<file path="src/rtl/dmem_arbiter.sv">
// dmem_arbiter: shares the single-port data memory between the CPU load/store
// path and the host preload/readback port. At most one side is granted per
// cycle; the losing CPU access is stalled; read data returns registered with
// a one-cycle valid pulse on the winner's side.
//
// Build option: define DMEM_ARB_RR_EN for round-robin arbitration. Without
// it, the CPU has fixed priority and a host that has lost STARVE consecutive
// cycles is forced to win.
module dmem_arbiter #(
  parameter int AW     = 8,
  parameter int DW     = 8,
  parameter int STARVE = 4
) (
  input  logic          clk,
  input  logic          reset,
  input  logic          cpu_req,
  input  logic          cpu_we,
  input  logic [AW-1:0] cpu_addr,
  input  logic [DW-1:0] cpu_wdata,
  output logic          cpu_stall,
  output logic [DW-1:0] cpu_rdata,
  output logic          cpu_rvalid,
  input  logic          host_req,
  input  logic          host_we,
  input  logic [AW-1:0] host_addr,
  input  logic [DW-1:0] host_wdata,
  output logic          host_gnt,
  output logic [DW-1:0] host_rdata,
  output logic          host_rvalid,
  output logic          mem_wr_en,
  output logic [AW-1:0] mem_addr,
  output logic [DW-1:0] mem_wdata,
  input  logic [DW-1:0] mem_rdata
);

  logic          cpu_gnt_s;
  logic          host_gnt_s;
  logic          host_prio_s;
  logic          cpu_rvalid_r;
  logic          host_rvalid_r;
  logic [DW-1:0] cpu_rdata_r;
  logic [DW-1:0] host_rdata_r;

`ifdef DMEM_ARB_RR_EN
  // 1 = host took the most recent grant, 0 = CPU (reset value)
  logic last_host_r;
`else
  // Starvation limit fits the 4-bit counter (legal STARVE is 1..15)
  localparam logic [3:0] STARVE_LIM = 4'(STARVE);
  logic [3:0] wait_cnt_r;
`endif

  // Decide which side wins when both request in the same cycle
  always_comb begin
`ifdef DMEM_ARB_RR_EN
    host_prio_s = ~last_host_r;
`else
    host_prio_s = (wait_cnt_r == STARVE_LIM);
`endif
  end

  // Grant generation; nothing is granted while reset is held low
  always_comb begin
    cpu_gnt_s  = 1'b0;
    host_gnt_s = 1'b0;
    if (!reset) begin
      cpu_gnt_s  = 1'b0;
      host_gnt_s = 1'b0;
    end else if (cpu_req && host_req) begin
      cpu_gnt_s  = ~host_prio_s;
      host_gnt_s = host_prio_s;
    end else begin
      cpu_gnt_s  = cpu_req;
      host_gnt_s = host_req;
    end
  end

  // Memory port mux: winner drives address/data; idle cycles park on cpu_addr
  always_comb begin
    mem_wr_en = 1'b0;
    mem_addr  = cpu_addr;
    mem_wdata = {DW{1'b0}};
    if (host_gnt_s) begin
      mem_wr_en = host_we;
      mem_addr  = host_addr;
      mem_wdata = host_wdata;
    end else if (cpu_gnt_s) begin
      mem_wr_en = cpu_we;
      mem_addr  = cpu_addr;
      mem_wdata = cpu_wdata;
    end else begin
      mem_wr_en = 1'b0;
      mem_addr  = cpu_addr;
      mem_wdata = {DW{1'b0}};
    end
  end

`ifdef DMEM_ARB_RR_EN
  // Remember the side that won the latest grant for round-robin fairness
  always_ff @(posedge clk or negedge reset) begin
    if (!reset) begin
      last_host_r <= 1'b0;
    end else if (host_gnt_s) begin
      last_host_r <= 1'b1;
    end else if (cpu_gnt_s) begin
      last_host_r <= 1'b0;
    end else begin
      last_host_r <= last_host_r;
    end
  end
`else
  // Count consecutive cycles the host has waited, saturating at the limit
  always_ff @(posedge clk or negedge reset) begin
    if (!reset) begin
      wait_cnt_r <= 4'd0;
    end else if (host_req && !host_gnt_s) begin
      if (wait_cnt_r < STARVE_LIM) begin
        wait_cnt_r <= wait_cnt_r + 4'd1;
      end else begin
        wait_cnt_r <= STARVE_LIM;
      end
    end else begin
      wait_cnt_r <= 4'd0;
    end
  end
`endif

  // Capture read data for the granted reader and pulse its valid next cycle
  always_ff @(posedge clk or negedge reset) begin
    if (!reset) begin
      cpu_rvalid_r  <= 1'b0;
      host_rvalid_r <= 1'b0;
      cpu_rdata_r   <= {DW{1'b0}};
      host_rdata_r  <= {DW{1'b0}};
    end else begin
      cpu_rvalid_r  <= cpu_gnt_s & ~cpu_we;
      host_rvalid_r <= host_gnt_s & ~host_we;
      if (cpu_gnt_s && !cpu_we) begin
        cpu_rdata_r <= mem_rdata;
      end else begin
        cpu_rdata_r <= cpu_rdata_r;
      end
      if (host_gnt_s && !host_we) begin
        host_rdata_r <= mem_rdata;
      end else begin
        host_rdata_r <= host_rdata_r;
      end
    end
  end

  assign cpu_stall   = cpu_req & ~cpu_gnt_s;
  assign host_gnt    = host_gnt_s;
  assign cpu_rdata   = cpu_rdata_r;
  assign cpu_rvalid  = cpu_rvalid_r;
  assign host_rdata  = host_rdata_r;
  assign host_rvalid = host_rvalid_r;

endmodule
</file>
<file path="config.mk">
export PLATFORM = sky130hd
export DESIGN_NAME = dmem_arbiter
export DESIGN_NICKNAME = d
export VERILOG_FILES = /design/src/rtl/dmem_arbiter.sv
export SDC_FILE = /design/constraint.sdc
export NUM_CORES = 1
export LEC_CHECK = 0
export BUFFER_PORTS_ARGS = -buffer_cell sky130_fd_sc_hd__buf_2
export CORE_AREA = 5 5 46 78
export CTS_CLUSTER_SIZE = 25
export DETAILED_ROUTE_END_ITERATION = 12
export DIE_AREA = 0 0 51 83
export PLACE_DENSITY = 0.76
export REMOVE_ABC_BUFFERS = 1
export SYNTH_ARGS = -nofsm -noshare
export SYNTH_HDL_FRONTEND = slang
export SYNTH_SLANG_ARGS = --single-unit
export TNS_END_PERCENT = 1
</file>
<file path="constraint.sdc">
create_clock -name clk -period 2.1 [get_ports clk]
set_input_delay 0.105 -clock clk [delete_from_list [all_inputs] [get_ports clk]]
set_output_delay 0.105 -clock clk [all_outputs]
set_load 0.005 [all_outputs]
</file>
# Yosys cells after proc, flatten, opt, wreduce, memory -nomap -nowiden
# Index checks and enable logic that the tools add are counted.
# word_totals
regBits	22
inputBits	46
# classes
n_addsub	1
order_cmp	1
n_eq_ne	1
n_mux	11
bitwise	7
n_reduce_logical	7
# op_table
cell	count
8-bit two-way mux	3
4-bit two-way mux	2
1-bit two-way mux	6
4-bit by 1-bit adder with 4-bit output (second input constant)	1
4-bit by 3-bit equality test with 1-bit output (second input constant)	1
1-bit logical AND	4
4-bit by 3-bit < comparator with 1-bit output (second input constant)	1
1-bit NOT	4
1-bit bitwise AND	3
1-bit logical NOT	3

# Longest topological paths before layout
# depth
ltp_word	6
mapped_depth	6
ltp_nobuf	5

# Least setup slack after synthesis
# Ideal clock, no wire load.
# synth_path
path_kind	reg-to-reg
start	register wait_cnt_r[0]
end	register cpu_rdata_r[0] (netlist: cpu_rdata[0])
t_arrival_ns	1.574
slack_ns	0.401
stages_incl_launch_ff	6
path_buffers	0
cell_sequence	dfrtp_1 -> inv_1 -> ha_1 -> and3b_1 -> a211oi_4 -> mux2_2
# synth_via
elab_chain_len	5
# synth_rtl
element	line_no	text
start, declared	50	logic [3:0] wait_cnt_r;
start signal, assigned	118	wait_cnt_r <= wait_cnt_r + 4'd1;
4-bit by 3-bit equality test with 1-bit output	58	host_prio_s = (wait_cnt_r == STARVE_LIM);
1-bit NOT	70	cpu_gnt_s = ~host_prio_s;
1-bit two-way mux	69	end else if (cpu_req && host_req) begin
1-bit two-way mux	66	if (!reset) begin
1-bit logical AND	138	if (cpu_gnt_s && !cpu_we) begin
end signal, assigned	133	cpu_rdata_r <= {DW{1'b0}};
end signal, assigned	139	cpu_rdata_r <= mem_rdata;
end signal, assigned	141	cpu_rdata_r <= cpu_rdata_r;
end, declared	41	logic [DW-1:0] cpu_rdata_r;
# No other way between the ends.
# A chain may end at the register's enable or synchronous reset.

# Worst setup path in the final report
# layout_path
start	register wait_cnt_r[1]
end	output port mem_addr[1]
# layout_via
elab_chain_len	4
# layout_rtl
element	line_no	text
4-bit by 3-bit equality test with 1-bit output	58	
1-bit two-way mux	69	
1-bit two-way mux	66	
8-bit two-way mux	83	if (host_gnt_s) begin
end, declared	31	output logic [AW-1:0] mem_addr,
# No other way between the ends.

==> flow_summary.ini <==
[synthesis]
synth_xor_area_share_pct = 0
synthAdderAreaFrac_pct = 2.33
postSynthCellCount = 80
synth_top_family_by_area = multiplexers
synth_compound_area_share_pct = 13.7
postSynthRegisterBits = 22
synth_seq_area_share_pct = 51.2
yosysUniqueCellTypes = 19
postSynthAreaPerCell_sq_um = 13.4
synth_mux_area_share_pct = 25.1
synthSimpleGateAreaFrac_pct = 5.01
syn_area_sq_um = 1070
ys_warn_count = 0

[sta]
hold_viol = 0
fmax_mhz = 498
finalSetupTns_ns = 0
fin_crit_ns = 2.01
skew_ns = 0.00229
fin_crit_sh_pct = 95.7
relSlewSlack_pct = 63.4
tightest_slew_ns = 0.547
fin_hold_ws_ns = 0.0877
setup_viol = 0
slew_viol_final = 0

[die]
die-height_um = 83
io_pins = 83
die_width_um = 51
rows = 26
start_util_pct = 37.1
core_sq_um = 2900
die_area_sq_um = 4230

[grt]
globalRouteTotalUtil_pct = 15.7
grt_pass1_wl_um = 5090
gr-total-overflow = 0
grt_max_degree = 22
first_global_vias = 1002
antenna_found_initial = 0

[clocking]
cts_tree = built
cts.path.max_buffers = 2
cts_made_buffers = 3
clock_latency_ns = 0.26
htree_levels = 1
cts_root_buffer = clkbuf_8
path_clk_slew_ns = 0.07
clock_sinks = 22

[critical_path]
worstSetupStartpointType = flip-flop
crit_path_top_delay_cell = dfrtp_1
ff2ff_path_depth = 5
critPathMaxFanout = 7
end_kind = output port
rrSetupSlack_ns = 0.22
path_cells = inv_2 -> ha_2 -> nand3b_1 -> a21oi_2 -> buf_6 -> mux2_2 -> buf_2
worst_ep_arrival_time_ns = 1.90
worst_path_largest_cell_delay_ns = 0.41
criticalPathCategory = flip-flop to output port
cp.required_ns = 2.00

[cells_and_area]
num-nets-final = 222
drive_gt1_share_pct = 70.9
insertedDiodeCount = 0
fillers = 242
multi_input_area_sq_um = 507
regArea_sq_um = 551
stdcell_count = 200
syn2layout_area_growth_pct = 53.1

[detailed_routing]
viasPerCell = 5.17
antenna_left = 0
drtPass1Iterations = 4
met3_length_um = 476
top_layer_used = met4
wl_met2_um = 1750
drt_iter0_drc = 12
wl_met1_um = 1090
routed_wirelength_um = 3380
wl_per_cell_um = 16.9
vias = 1033
route.detailed.drc = 0

[placed_design]
place_inst = 191
portBuffers = 82
place_congestion = 0.656
hpwl_um = 2730

[worst_hold_path]
hold_path_depth = 2
hold_path.class = primary input to flip-flop

[status]
status = finished clean

[run]
maxCapViolCount = 0

[pwr]
cellLeakagePower_nw = 0.870
powerDensity_nw_per_um2 = 664
peakVddDrop_mv = 0.555
through the flow:
step | util (%) | worst slack (ns) | instance area, sq um | power, W
2_1_floorplan | - | 0.287 | 1060 | 0.000659
3_3_place_gp | 52.9 | 0.284 | 1530 | 0.000827
3_5_place_dp | 52.9 | 0.179 | 1530 | 0.000841
4_1_cts | 54.6 | 0.0337 | 1580 | 0.00109
5_1_grt | 56.8 | -0.00391 | 1650 | 0.00116
6_report | 56.8 | 0.0902 | 1650 | 0.00109
power by group:
part           internal [W]  leakage, nW  switching, W
Clock              0.000128       0.0216      0.000123
Sequential         0.000496        0.269     0.0000348
Combinational      0.000182        0.579      0.000129
synth_stat cells:
master	n	share of area, %
mux2_2	24	25
dfrtp_1	22	51
a22o_1	9	7.3
nor2_1	4	1.4
inv_1	3	1.0
nand2_1	3	1.0
a211oi_4	2	3.7
ha_1	2	2.3
a21boi_0	1	0.70
a21oi_1	1	0.47
a21oi_2	1	0.82
and3b_1	1	0.82
buf_4	1	0.70
clkbuf_2	1	0.47
conb_1	1	0.35
nand2b_1	1	0.58
nand3_1	1	0.47
nand3b_1	1	0.70
o31ai_1	1	0.70
final timing paths:
path,end,from
min reg2reg,wait_cnt_r[0]$_DFF_PN0_,wait_cnt_r[0]$_DFF_PN0_
min in group asynchronous,cpu_rvalid$_DFF_PN0_,reset
min,cpu_rdata[5]$_DFFE_PN0P_,mem_rdata[5]
max,mem_addr[1],wait_cnt_r[1]$_DFF_PN0_
max in group asynchronous,host_rdata[3]$_DFFE_PN0P_,reset
max reg2reg,host_rdata[3]$_DFFE_PN0P_,wait_cnt_r[1]$_DFF_PN0_
layout make-up:
| type | instances | area share, % |
|---|---|---|
| sequential | 22 | 33.5 |
| inverter | 3 | 0.684 |
| timing repair buffer | 91 | 30.4 |
| tap | 28 | 2.13 |
| multi-input combinational | 53 | 30.8 |
| clock buffer | 3 | 2.51 |
sequential cells by signal, summed over array words and instances (netlist names):
register,cells
cpu_rdata,8
cpu_rvalid,1
host_rdata,8
host_rvalid,1
wait_cnt_r,4
critical path: cells and delay by family, from the launching register on:
kind                     cells  cell delay (ns)
buffers and inverters        3             0.36
multiplexers                 1             0.34
AO/OA/AOI/OAI                1             0.23
flip-flops                   1             0.41
adder cells (fa/ha/maj)      1             0.17
AND/OR/NAND/NOR              1             0.15
cells by family (layout without fill, tap and decap cells):
logic type,Yosys count,after routing
muxes,24,24
buffers and inverters,5,97
other,1,1
AOI/OAI and AO/OA,15,15
adders and majority gates,2,2
DFF,22,22
and+or+nand+nor,11,11
cell usage in the layout (no fill, tap or decap):
cell | Yosys | final
o31ai_1 | 1 | 1
inv_2 | 0 | 1
a21boi_0 | 1 | 1
nand2b_1 | 1 | 1
ha_1 | 2 | 1
mux2_2 | 24 | 23
a21oi_1 | 1 | 1
buf_4 | 1 | 5
dfrtp_1 | 22 | 22
nand2_1 | 3 | 3
mux2_4 | 0 | 1
a211oi_4 | 2 | 2
conb_1 | 1 | 1
a21oi_2 | 1 | 1
buf_12 | 0 | 1
buf_6 | 0 | 2
nand3b_1 | 1 | 1
inv_1 | 3 | 2
buf_2 | 0 | 82
ha_2 | 0 | 1
a22o_1 | 9 | 9
and3b_1 | 1 | 1
nand3_1 | 1 | 1
nor2_1 | 4 | 4
clkbuf_8 | 0 | 3
dlygate4sd3_1 | 0 | 1
routing by layer:
metal / GRT usage, % / up-vias
li1: - / 473
met1: 16.3 / 473
met2: 29.0 / 80
met3: 4.48 / 7
met4: 4.41 / 0
met5: 0 / -
timing repair:
| action | in CTS | in global routing |
|---|---|---|
| hold endpoints to repair | 22 | 0 |
| endpoints found under the setup margin | 0 | 8 |
| hold buffers | 1 | 0 |
| resized for setup | 0 | 7 |
| buffers inserted | 0 | 4 |
Power figures use the tool's default switching activity.
